`src/rtl/digclk_pkg.sv`:
```
// Shared constants and helpers for the digital clock: BCD digit width, digit limits, hour limits.
package digclk_pkg;

    localparam int unsigned DIGIT_W          = 4;
    localparam int unsigned HOUR_MAX_DEFAULT = 23;

    typedef logic [DIGIT_W-1:0] bcd_t;

    localparam bcd_t SEC_L_MAX = 4'd9;
    localparam bcd_t SEC_H_MAX = 4'd5;
    localparam bcd_t MIN_L_MAX = 4'd9;
    localparam bcd_t MIN_H_MAX = 4'd5;
    localparam bcd_t HR_L_MAX  = 4'd9;

    // Full HH:MM:SS count, most significant digit first.
    typedef struct packed {
        bcd_t hr_h;
        bcd_t hr_l;
        bcd_t min_h;
        bcd_t min_l;
        bcd_t sec_h;
        bcd_t sec_l;
    } hms_t;

    // Tens and units digits of the top hour value.
    function automatic bcd_t hr_h_lim(input int unsigned hour_max);
        return bcd_t'(hour_max / 32'd10);
    endfunction

    function automatic bcd_t hr_l_lim(input int unsigned hour_max);
        return bcd_t'(hour_max % 32'd10);
    endfunction

    // Single BCD digit increment that wraps to 0 after max.
    function automatic bcd_t bcd_inc(input bcd_t d, input bcd_t max);
        return (d == max) ? '0 : bcd_t'(d + 4'd1);
    endfunction

endpackage

```
`src/rtl/edge_sync_det.sv`:
```
// Synchroniser chain plus registered rising-edge pulse; a level already high
// when reset releases is ignored until it has been seen low.
module edge_sync_det #(
    parameter int unsigned SYNC_STAGES = 2
) (
    input  logic i_clk,
    input  logic i_rst,
    input  logic i_d,
    output logic o_pulse
);

    logic [SYNC_STAGES-1:0] r_sync;
    logic [SYNC_STAGES-1:0] r_valid;
    logic                   r_prev;
    logic                   r_armed;
    logic                   r_pulse;
    logic                   w_sync_out;

    assign w_sync_out = r_sync[SYNC_STAGES-1];
    assign o_pulse    = r_pulse;

    // r_valid tracks when the chain output holds a real post-reset sample,
    // so arming only happens once a genuine low has been observed.
    always_ff @(posedge i_clk) begin
        if (i_rst) begin
            r_sync  <= '0;
            r_valid <= '0;
            r_prev  <= 1'b0;
            r_armed <= 1'b0;
            r_pulse <= 1'b0;
        end else begin
            r_sync  <= {r_sync[SYNC_STAGES-2:0], i_d};
            r_valid <= {r_valid[SYNC_STAGES-2:0], 1'b1};
            r_prev  <= w_sync_out;
            r_armed <= r_armed | (r_valid[SYNC_STAGES-1] & ~w_sync_out);
            r_pulse <= w_sync_out & ~r_prev & r_armed;
        end
    end

endmodule

```
`src/rtl/time_count_core.sv`:
```
// 24-hour BCD HH:MM:SS time-keeping core driven by a synchronised divider tick.
// Optional hourly chime output enabled by defining HOURLY_CHIME_EN.
module time_count_core
    import digclk_pkg::*;
#(
    parameter int unsigned SYNC_STAGES = 2,
    parameter int unsigned HOUR_MAX    = HOUR_MAX_DEFAULT
) (
    input  logic               CP,
    input  logic               CR,
    input  logic               clk_in,
    input  logic               run_en,
    input  logic               adj_min,
    input  logic               adj_hr,
    output logic [DIGIT_W-1:0] sec_l,
    output logic [DIGIT_W-1:0] sec_h,
    output logic [DIGIT_W-1:0] min_l,
    output logic [DIGIT_W-1:0] min_h,
    output logic [DIGIT_W-1:0] hr_l,
    output logic [DIGIT_W-1:0] hr_h,
    output logic               tick,
    output logic               day_pulse,
    output logic               chime
);

    localparam bcd_t HR_H_LIM = hr_h_lim(HOUR_MAX);
    localparam bcd_t HR_L_LIM = hr_l_lim(HOUR_MAX);

    hms_t r_t;
    hms_t w_nxt;
    logic r_day;
    logic w_tick;
    logic w_sec59;
    logic w_min59;
    logic w_hr_top;
    logic w_adv;
    logic w_min_step;
    logic w_hr_step;
    logic w_day;

    edge_sync_det #(
        .SYNC_STAGES (SYNC_STAGES)
    ) u_edge (
        .i_clk   (CP),
        .i_rst   (CR),
        .i_d     (clk_in),
        .o_pulse (w_tick)
    );

    // Next-count logic; any adjust pulse suppresses the tick's advance.
    always_comb begin
        w_nxt      = r_t;
        w_sec59    = (r_t.sec_h == SEC_H_MAX) && (r_t.sec_l == SEC_L_MAX);
        w_min59    = (r_t.min_h == MIN_H_MAX) && (r_t.min_l == MIN_L_MAX);
        w_hr_top   = (r_t.hr_h == HR_H_LIM) && (r_t.hr_l == HR_L_LIM);
        w_adv      = w_tick & run_en & ~adj_min & ~adj_hr;
        w_min_step = (w_adv & w_sec59) | adj_min;
        w_hr_step  = (w_adv & w_sec59 & w_min59) | adj_hr;
        w_day      = w_adv & w_sec59 & w_min59 & w_hr_top;

        if (w_adv) begin
            w_nxt.sec_l = bcd_inc(r_t.sec_l, SEC_L_MAX);
            if (r_t.sec_l == SEC_L_MAX)
                w_nxt.sec_h = bcd_inc(r_t.sec_h, SEC_H_MAX);
        end

        if (w_min_step) begin
            w_nxt.min_l = bcd_inc(r_t.min_l, MIN_L_MAX);
            if (r_t.min_l == MIN_L_MAX)
                w_nxt.min_h = bcd_inc(r_t.min_h, MIN_H_MAX);
        end

        if (w_hr_step) begin
            if (w_hr_top) begin
                w_nxt.hr_h = '0;
                w_nxt.hr_l = '0;
            end else begin
                w_nxt.hr_l = bcd_inc(r_t.hr_l, HR_L_MAX);
                if (r_t.hr_l == HR_L_MAX)
                    w_nxt.hr_h = bcd_t'(r_t.hr_h + 4'd1);
            end
        end
    end

    always_ff @(posedge CP) begin
        if (CR) begin
            r_t   <= '0;
            r_day <= 1'b0;
        end else begin
            r_t   <= w_nxt;
            r_day <= w_day;
        end
    end

`ifdef HOURLY_CHIME_EN
    logic r_chime;
    logic w_chime_c;

    // Last five seconds of each hour plus the top of the hour itself.
    always_comb begin
        w_chime_c = 1'b0;
        if (w_min59 && (r_t.sec_h == SEC_H_MAX) && (r_t.sec_l >= 4'd5))
            w_chime_c = 1'b1;
        if ((r_t.min_h == 4'd0) && (r_t.min_l == 4'd0) &&
            (r_t.sec_h == 4'd0) && (r_t.sec_l == 4'd0))
            w_chime_c = 1'b1;
    end

    always_ff @(posedge CP) begin
        if (CR)
            r_chime <= 1'b0;
        else
            r_chime <= w_chime_c;
    end

    assign chime = r_chime;
`else
    assign chime = 1'b0;
`endif

    assign sec_l     = r_t.sec_l;
    assign sec_h     = r_t.sec_h;
    assign min_l     = r_t.min_l;
    assign min_h     = r_t.min_h;
    assign hr_l      = r_t.hr_l;
    assign hr_h      = r_t.hr_h;
    assign tick      = w_tick;
    assign day_pulse = r_day;

endmodule

```
`config.mk`:
```
export PLATFORM = sky130hd
export DESIGN_NAME = time_count_core
export DESIGN_NICKNAME = d
export VERILOG_FILES = /design/src/rtl/digclk_pkg.sv /design/src/rtl/edge_sync_det.sv /design/src/rtl/time_count_core.sv
export SDC_FILE = /design/constraint.sdc
export NUM_CORES = 1
export LEC_CHECK = 0
export BUFFER_PORTS_ARGS = -buffer_cell sky130_fd_sc_hd__clkbuf_2
export CORE_MARGIN = 1
export CORE_UTILIZATION = 50
export DETAILED_ROUTE_END_ITERATION = 8
export PLACE_DENSITY = 0.85
export RECOVER_POWER = 25
export SYNTH_ARGS = -nofsm -noshare
export SYNTH_HDL_FRONTEND = slang
export SYNTH_SLANG_ARGS = --single-unit
```
`constraint.sdc`:
```
create_clock -name CP -period 3.9 [get_ports CP]
set_input_delay 0.195 -clock CP [delete_from_list [all_inputs] [get_ports CP]]
set_output_delay 0.195 -clock CP [all_outputs]
set_load 0.01 [all_outputs]
```
==> out/qor.csv <==
metric,value,unit
numCtsBuffers,5,
postCtsSetupRepairBufs,0,
nets,204,
wirelength,2850,microns
grt_max_degree,33,
grt_pass1_vias,1112,
syn_area_per_cell,9.01,sq um
hold_depth,2,
power_density,380,nW/um^2
hold_ws,60.0,ps
hp-class,input port to flop,
cp_max_fo,7,
crit_required,4160,ps
die_h,56.4,microns
fin_setup_tns,0,ps
synth_ff_type,dfxtp_1,
ys_ff_latch,32,
place.gp.congestion,0.857,
cts.path.max_buffers,2,
cts_tree,built,
yosysWarnings,0,
rr_worst_depth,7,
synthCells,164,
yosys.area_share.simple,0.279,
drc,0,
whs_endpoint,u_edge.r_sync[0]$_SDFF_PP0_,
synth_top_area_cell,dfxtp_1,
async_reset_ff_frac,0,
start_util,0.531,
io_pins,33,
fin_crit_sh,0.488,
tightest_slew,1370,ps
grt_pass1_wl,4860,microns
grt_overflow,0,
ys_seq_area_frac,0.434,
grt_setup_unrepaired,false,
hold_viol_final,0,
synth_edf_count,0,
vias,1233,
status,completed,
post_route_cells_drive_above_1_share,0.203,
yosys.area_share.xor_xnor,0.0474,
cts_hold_buf,0,
dpl_cell_area,1640,sq um
fin_crit,1900,ps
synth_compound_area_frac,0.160,
htreeDepth,2,
leakage,0.672,nW
synth_common_cells,"dfxtp_1, nor2_1, a21oi_1",
reg2reg_to,hr_h[3]$_SDFFE_PP0P_,
path_clk_slew,100,ps
drv_cap,0,
first_iter_violations,22,
grt_antenna_before_repair,0,
start_kind,flop,
root_buffer,clkbuf_4,
clock_latency,340,ps
diodes,0,
relSlewSlack,0.0847,
setup_viol,0,
hold_start,clk_in,
dp_hpwl,2040,microns
rows,19,
core_region_area,2780,sq um
dr.pass1.iters,4,
die_x,56.4,microns
io_buffer_count,31,
final_area,1720,sq um
synthDominantCellAreaShare,0.434,
cts_resized,0,
max_freq,525,MHz
slew_violations,0,
synth_top_family_by_area,simple AND/OR/NAND/NOR gates,
die_area,3180,sq um
synth_mux_area_frac,0.0144,
drtAntennaViolNets,0,
r2r-start,hr_h[0]$_SDFFE_PP0P_,
ir_drop,0.438,mV
ys_types,46,
syn_nets,172,
syn-cell-area,1480,sq um
via_per_inst,5.41,
post-synth-top-count-cell,dfxtp_1,
syn_to_final_growth,16.7,%
crit_type,flop to flop,
cp.arrival,2160,ps
wl_per_cell,12.5,microns
synth_adder_area_share,0.0169,
rrSetupSlack,2000,ps
grt_use_total,0.203,
finClkSkew,8.78,ps
fillCellCount,265,
netlist_top_cells_area,"dfxtp_1, a21oi_1, nor2_1, nor2b_1, nand2_1",
cp-end-kind,flop,
cts.sinks,32,
through the flow:
step	total power [mW]	utilization	setup slack (ps)	std cells
after global placement	0.378	0.589	2040	220
after detailed placement	0.379	0.589	1990	220
after CTS	0.661	0.623	2010	228
after global routing	0.676	0.620	1800	228
final	0.656	0.620	2000	228
after floorplan	0.368	-	2150	164
kinds of logic (layout without fill, tap and decap cells):
family	after synthesis	in the layout
buffers and inverters	15	48
flip-flops	32	32
multiplexers	2	2
AND/OR/NAND/NOR	70	70
other	1	1
AO/OA/AOI/OAI	34	34
XOR/XNOR	8	8
adder cells (fa/ha/maj)	2	2
critical path, stage by stage (launching register included):
cell      delay [ps]
dfxtp_1          370
inv_1             70
ha_1             130
nor4b_2          270
a21oi_1          100
nand2b_1         220
or4_1            500
a21oi_1          150
layout make-up:
class | count | area [sq um] | share of cell area
clock inverters | 1 | 30.0 | 0.0174
inverters | 9 | 33.8 | 0.0196
clock buffers | 7 | 65.1 | 0.0377
multi-input cells | 117 | 769 | 0.446
well taps | 31 | 38.8 | 0.0225
repair buffers | 31 | 146 | 0.0849
flip-flops and latches | 32 | 641 | 0.372
power by group:
group | internal, mW | total [mW] | switching [mW]
logic | 0.0125 | 0.0314 | 0.0189
clock network | 0.170 | 0.285 | 0.115
registers | 0.333 | 0.340 | 0.00652
per-layer routing:
metal | routed length, microns | global-route usage
met1 | 1360 | 0.240
met2 | 1310 | 0.325
met3 | 118 | 0.0760
met4 | 53 | 0.0941
met5 | 0 | 0
worst max path at each step:
stage / start / end / slack, ps / cells past startpoint
3_5_place_dp: adj_hr / hr_h[1]$_SDFFE_PP0P_ / 1990 / 6
4_1_cts: hr_h[1]$_SDFFE_PP0P_ / hr_h[3]$_SDFFE_PP0P_ / 2010 / 6
5_1_grt: hr_h[1]$_SDFFE_PP0P_ / hr_h[3]$_SDFFE_PP0P_ / 1800 / 6
2_1_floorplan: hr_h[1]$_SDFFE_PP0P_ / hr_h[3]$_SDFFE_PP0P_ / 2150 / 6
6_report: hr_h[0]$_SDFFE_PP0P_ / hr_h[3]$_SDFFE_PP0P_ / 2000 / 7
3_3_place_gp: adj_hr / hr_h[3]$_SDFFE_PP0P_ / 2040 / 6
layout by cell type (no fill, tap or decap), types with 3 or more instances in the layout:
master,n
clkbuf_4,5
clkbuf_1,7
nand2_1,11
xnor2_1,4
nand2b_1,4
nor2b_1,7
xor2_1,4
dfxtp_1,32
or4_1,3
nand3_1,8
o21ai_0,5
clkbuf_2,24
a21oi_1,14
nor2_1,18
inv_1,9
nor3_1,3
flip-flops by register name, indices dropped and copies added (netlist names):
name and count:
day_pulse 1, hr_h 4, hr_l 4, min_h 4
min_l 4, sec_h 4, sec_l 4, u_edge.o_pulse 1
u_edge.r_armed 1, u_edge.r_prev 1, u_edge.r_sync 2, u_edge.r_valid 2
Power figures use the tool's default switching activity.
